$ cat src/rtl/fetch_redirect_ctrl.sv
// fetch_redirect_ctrl: PC sequencing with branch/jr/j redirect arbitration, pending redirects and sticky halt.
// Optional redirect statistics counter enabled by defining REDIRECT_STATS_EN.
module fetch_redirect_ctrl #(
    parameter logic [31:0] RESET_PC = 32'h0000_0000,
    parameter logic [31:0] PC_STEP = 32'd4
) (
    input  logic        CLK,
    input  logic        RST,
    input  logic [31:0] current_pc,
    input  logic        ihit,
    input  logic        stall,
    input  logic        halt,
    input  logic        br_taken,
    input  logic [31:0] br_target,
    input  logic        jr_valid,
    input  logic [31:0] jr_target,
    input  logic        j_valid,
    input  logic [31:0] j_target,
    output logic [31:0] next_pc,
    output logic        pc_en,
    output logic        flush_ifid,
    output logic        flush_idex,
`ifdef REDIRECT_STATS_EN
    output logic [31:0] redirect_count,
`endif
    output logic        halted
);
    typedef enum logic [1:0] {RUN, PEND, HALTED} state_t;
    state_t state, state_nx;
    logic [31:0] pend_pc, pend_nx, last_pc, seq_pc, redir_pc, pc_c;
    logic go, redir, en_c, fi_c, fe_c, load;
    assign go = ihit & ~stall;
    assign redir = br_taken | jr_valid | j_valid;
    assign redir_pc = br_taken ? br_target : jr_valid ? jr_target : j_target;
    assign seq_pc = current_pc + PC_STEP;
    always_comb begin
        state_nx = state;
        pend_nx = pend_pc;
        pc_c = last_pc;
        en_c = 1'b0;
        fi_c = 1'b0;
        fe_c = 1'b0;
        load = 1'b0;
        if (state == HALTED) begin
            state_nx = HALTED;
        end else if (halt) begin
            state_nx = HALTED;
            pc_c = (state == PEND) ? pend_pc : seq_pc;
        end else if (state == RUN) begin
            fi_c = redir;
            fe_c = br_taken;
            pc_c = redir ? redir_pc : seq_pc;
            en_c = go;
            load = redir & go;
            if (redir & ~go) begin
                pend_nx = redir_pc;
                state_nx = PEND;
            end
        end else begin
            // a branch is older than the latched jump, so it replaces it; jr/j here are wrong-path
            fi_c = br_taken;
            fe_c = br_taken;
            pc_c = br_taken ? br_target : pend_pc;
            en_c = go;
            load = go;
            if (go) state_nx = RUN;
            else pend_nx = pc_c;
        end
    end
    always_ff @(posedge CLK or posedge RST) begin
        if (RST) begin
            state <= RUN;
            pend_pc <= RESET_PC;
            last_pc <= RESET_PC;
        end else begin
            state <= state_nx;
            pend_pc <= pend_nx;
            last_pc <= pc_c;
        end
    end
`ifdef REDIRECT_STATS_EN
    always_ff @(posedge CLK or posedge RST) begin
        if (RST) redirect_count <= 32'd0;
        else if (load && redirect_count != 32'hFFFF_FFFF) redirect_count <= redirect_count + 32'd1;
    end
`endif
    assign next_pc = RST ? RESET_PC : pc_c;
    assign pc_en = ~RST & en_c;
    assign flush_ifid = ~RST & fi_c;
    assign flush_idex = ~RST & fe_c;
    assign halted = (state == HALTED);
endmodule

$ cat config.mk
export PLATFORM = sky130hd
export DESIGN_NAME = fetch_redirect_ctrl
export DESIGN_NICKNAME = d
export VERILOG_FILES = /design/src/rtl/fetch_redirect_ctrl.sv
export SDC_FILE = /design/constraint.sdc
export NUM_CORES = 1
export LEC_CHECK = 0
export BUFFER_PORTS_ARGS = -buffer_cell sky130_fd_sc_hd__buf_2
export CAP_MARGIN = 30
export CORE_ASPECT_RATIO = 0.6
export CORE_MARGIN = 10
export CORE_UTILIZATION = 48
export DETAILED_ROUTE_END_ITERATION = 10
export PLACE_DENSITY = 0.74
export SKIP_CTS_REPAIR_TIMING = 1
export SLEW_MARGIN = 40
export SYNTH_ARGS = -nofsm -noshare
export SYNTH_HDL_FRONTEND = slang
export SYNTH_SLANG_ARGS = --single-unit
$ cat constraint.sdc
create_clock -name CLK -period 5.45 [get_ports CLK]
set_clock_uncertainty 0.15 [all_clocks]
set_input_delay 0.8175 -clock CLK [delete_from_list [all_inputs] [get_ports CLK]]
set_output_delay 0.8175 -clock CLK [all_outputs]
set_load 0.005 [all_outputs]
# Word-level counts from Yosys, hierarchy flattened
# Cells that the tools add are included.
# W data, S select, Z words.
dict set report classes {
  n_div 0
  bitwise_logic 12
  mux 24
  eq_ne 5
  n_shift 0
  magnitude_cmp 0
  mul 0
  addsub 1
  n_reduce_logical 4
}
# operator n
set ops {}
lappend ops {{$mux W32} 12}
lappend ops {{$add A32 B3 Y32 const B} 1}
lappend ops {{$mux W2} 5}
lappend ops {{$mux W1} 7}
lappend ops {{$and A1 B1 Y1} 5}
lappend ops {{$not A1 Y1} 5}
lappend ops {{$ne A2 B1 Y1 const B} 2}
lappend ops {{$ne A4 B3 Y1 const B} 1}
lappend ops {{$reduce_and A4 Y1} 1}
lappend ops {{$reduce_bool A4 Y1} 1}
lappend ops {{$eq A2 B1 Y1 const B} 1}
lappend ops {{$eq A2 B2 Y1 const B} 1}
lappend ops {{$logic_not A2 Y1} 1}
lappend ops {{$or A1 B1 Y1} 2}
lappend ops {{$reduce_and A2 Y1} 1}
dict set report word_totals {
  input_bits 136
  latch_bits 0
  wordCells 49
  memories 0
  output_inout_bits 36
  rom_bits 0
  mem_bits_rw 0
  regBits 66
}

# Logic depth before layout (Yosys ltp)
dict set report logic_depth {
  depth_word 8
  depth_mapped 9
  mapped_depth_nobuf 6
}

# Least setup slack after synthesis
# OpenSTA, ideal clock, no wires.
dict set report synth_timing {
  kind {in2out}
  from {in RST}
  to {out next_pc[9]}
  path_slack_ps 791
  t_arrival_ps 3691
  cell_stages 5
  path_buffers 2
  t_required_ps 4483
  cell_sequence {clkbuf_1 > inv_1 > clkbuf_1 > o21ai_0 > o32ai_1}
}
dict set report synth_between {
  elab_chain_cells 1
}
# item line_no
set synth_lines {}
lappend synth_lines {{start: declaration} 8} ;# input logic RST,
lappend synth_lines {{$mux W32} 87} ;# assign next_pc = RST ? RESET_PC : pc_c;
lappend synth_lines {{end: declaration} 19} ;# output logic [31:0] next_pc,
# Every way passes these cells.

# Worst setup path after layout
dict set report layout_timing {
  from {in halt}
  to {out next_pc[15]}
}
dict set report layout_between {
  elab_chain_cells 3
}
# item line_no
set layout_lines {}
lappend layout_lines {{start: declaration} 12} ;# input logic halt,
lappend layout_lines {{$mux W32} 46} ;# end else if (halt) begin
lappend layout_lines {{$mux W32} 44} ;# if (state == HALTED) begin
lappend layout_lines {{$mux W32} 87}
# Every way passes these cells.

==> summary.txt <==
Clock network
  – Worst-Skew Late Latency: about 350 ps
  – Clock tree from TritonCTS: built
  – Clock Tree Root: clkbuf_16
  – Clock slew at reported path FFs: 60 ps
  – Clock sink count: 66
  – Clock buffer depth: 2
  – H-tree depth: 3
  – Inserted Clock Buffers: 9

Placed design
  – RD Place Congestion: slightly above 1
  – HPWL after detailed placement: just under 20000 um
  – IO Port Bufs: 171
  – Placed Area: between 0.007 and 0.008 mm^2

Critical path
  – Slowest cell on the critical path: nor3_1
  – CP Cell Sequence: buf_2 > clkinv_1 > nor3_1 > nor4b_1 > a21oi_1 > a221oi_1 > buf_2
  – CP arrival: 3290 ps
  – Critical path required time: 4480 ps
  – Crit Path Class: primary input to primary output
  – Crit path max fanout: 31
  – Most frequent CP cell: buf_2
  – Slowest stage delay, CP: 690 ps
  – Crit. End Element: primary output
  – Critical Path Source Type: primary input

Final layout
  – Area Overhead vs Synth: 20.2%
  – Inserted Diodes: 0
  – Fin nets: 1088
  – Reg area: 0.00165 mm^2
  – Final Cell Area: 0.00745 mm^2
  – Multi-input gate area: 0.00423 mm^2
  – Layout cells sized above 1: 24.0%
  – Fill count: 1197

Die
  – Ports: around 170
  – Core Box Area: ~0.013 mm^2
  – Die W: approximately 170 um
  – Row Count: 32
  – Full die area: 0.0180 mm^2
  – Initial core utilization: 48.7%
  – Die H: 108 um

Route
  – Wire per inst: about 24 um
  – Vias per inst: 6.85
  – Routed vias: roughly 7700
  – Drt drc: 0
  – Antenna-violating nets left: 0
  – Initial DRC count: 1301
  – Final wirelength: roughly 27000 um
  – Drt first pass iters: 6

Timing
  – Final Max Tran Viols: 0
  – Final worst-path cycle share: between 70% and 80%
  – Final setup viols: 0
  – Slew Limit Headroom: 41.9%
  – Hold WS: 345 ps
  – Min Tclk post-route: 4260 ps
  – RSZ-0062 raised after global routing: no
  – Achievable frequency: 235 MHz
  – Setup TNS: 0 ps
  – Slew @ Worst Pin: 865 ps
  – Fin. Hold Viols: 0

Synthesis
  – Mean post-synth cell area: 7.56 um^2
  – Post-synth EDFFs: 0
  – Syn_nets: between 900 and 1000
  – Leading area contributor after synthesis: dfrtp_1
  – Most numerous cell in the Yosys netlist: nand2_1
  – Cell variety after synth: 70
  – Synth Cell Area: 0.00620 mm^2
  – Dominant synthesized flop cell: dfrtp_1
  – Post-synthesis register bit count: 66
  – Post-synthesis sequential area ratio: 26.6%
  – Async SR Flop Fraction: 100%
  – Share of the synthesized area in the top cell type: 26.6%
  – Syn Inst Count: 820
  – Largest cells by area after synthesis: dfrtp_1 (27%), nand2_1 (5.2%), mux2i_1 (4.7%)
  – Commonest cells in the netlist: nand2_1 (86), dfrtp_1 (66), nor2_1 (58)
  – Synth Warn #: 0

Power
  – Total power: ~1.6 mW
  – VDD IR max: between 100 and 150 uV
  – Pleak: 3.21 nW
  – Pwr/cell area: 221 mW/mm^2

Job
  – Max_cap viols: 0

Run status
  – Status: complete, no violations

Global route
  – Overall routing resource usage: 28.4%
  – Initial antenna violation count: 0
  – Vias in the first global route: 7375
  – Remaining Overflow, GRT: 0
  – First-pass GRT wire length: approximately 41000 um
  – Largest net degree at the start of global routing: 50

Hold path
  – Tightest Hold Check Type: flop to flop
==> cell families after synthesis <==
| family | count (synthesis) | synth area share, % |
|---|---|---|
| buffers and inverters | 86 | 5.47 |
| XOR/XNOR | 17 | 2.40 |
| adder cells (fa/ha/maj) | 1 | 0.202 |
| multiplexers | 35 | 5.77 |
| flip-flops | 66 | 26.6 |
| AO/OA/AOI/OAI | 317 | 35.5 |
| AND/OR/NAND/NOR | 298 | 24.0 |
==> cells in the final DEF, fill, tap and decap left out, types with 7 or more instances in the layout <==
cell type	count
a21boi_0	8
a21oi_1	46
a22oi_1	15
a2bb2oi_1	10
a311oi_1	9
a31oi_1	16
and2_1	12
and3_1	10
buf_2	171
buf_4	16
clkbuf_16	9
dfrtp_1	66
inv_1	16
mux2i_1	29
nand2_1	86
nand2b_1	18
nand3_1	24
nand4_1	17
nor2_1	56
nor2b_1	12
nor3_1	14
nor4_1	12
o211ai_1	7
o21a_1	16
o21ai_0	49
o22ai_1	46
o2bb2ai_1	8
o31ai_1	12
or3_1	9
xor2_1	11
==> per-stage QoR <==
stage / std cells / util [%] / worst slack, ps
global route: 1126 / 58.5 / 969
CTS: 1126 / 58.5 / 1270
floorplan: 820 / - / 791
detailed placement: 1110 / 56.2 / 1270
finish: 1126 / 58.5 / 1190
global placement: 1110 / 56.2 / 1250
==> report_power, final <==
group	internal, mW	total [mW]	switching, mW	leakage (nW)
logic	0.193	0.435	0.241	2.23
registers	0.564	0.602	0.0377	0.829
clock network	0.380	0.613	0.233	0.147
==> path summary, 6_finish.rpt <==
check,startpoint,end,slack (ps),cells after the start
worst max register to register,state[0]$_DFFE_PP0P_,pend_pc[21]$_DFFE_PP0P_,2080,8
worst min register to register,last_pc[14]$_DFF_PP0_,last_pc[14]$_DFF_PP0_,340,2
max in group asynchronous,RST,pend_pc[29]$_DFFE_PP0P_,3660,3
worst min-delay path,last_pc[14]$_DFF_PP0_,last_pc[14]$_DFF_PP0_,340,2
worst max-delay path,halt,next_pc[15],1190,7
min in group asynchronous,RST,last_pc[9]$_DFF_PP0_,790,2
==> critical path: cells and delay by family <==
| family | cells | cell delay, ps |
|---|---|---|
| AOI/OAI and AO/OA | 2 | 520 |
| buffers and inverters | 3 | 920 |
| and+or+nand+nor | 2 | 1030 |
==> area by class of cell <==
cell class                 instances  area share [%]
sequential                        66            22.2
tap                              170            2.85
clock inverter                     2           0.470
inverter                          18           0.906
multi-input combinational        668            56.7
timing repair buffer             188            13.4
clock buffer                      14            3.54
==> layer usage <==
metal	global-route usage [%]	up-vias	wire [um]
li1	-	3402	-
met1	39.1	3546	10900
met2	41.0	685	11100
met3	8.73	81	3880
met4	10.1	0	882
met5	0	-	0
==> state kept, by name, summed over array words and instances, names as in the netlist <==
register,count
last_pc,32
pend_pc,32
state,2
(Power assumes the default switching activity.)
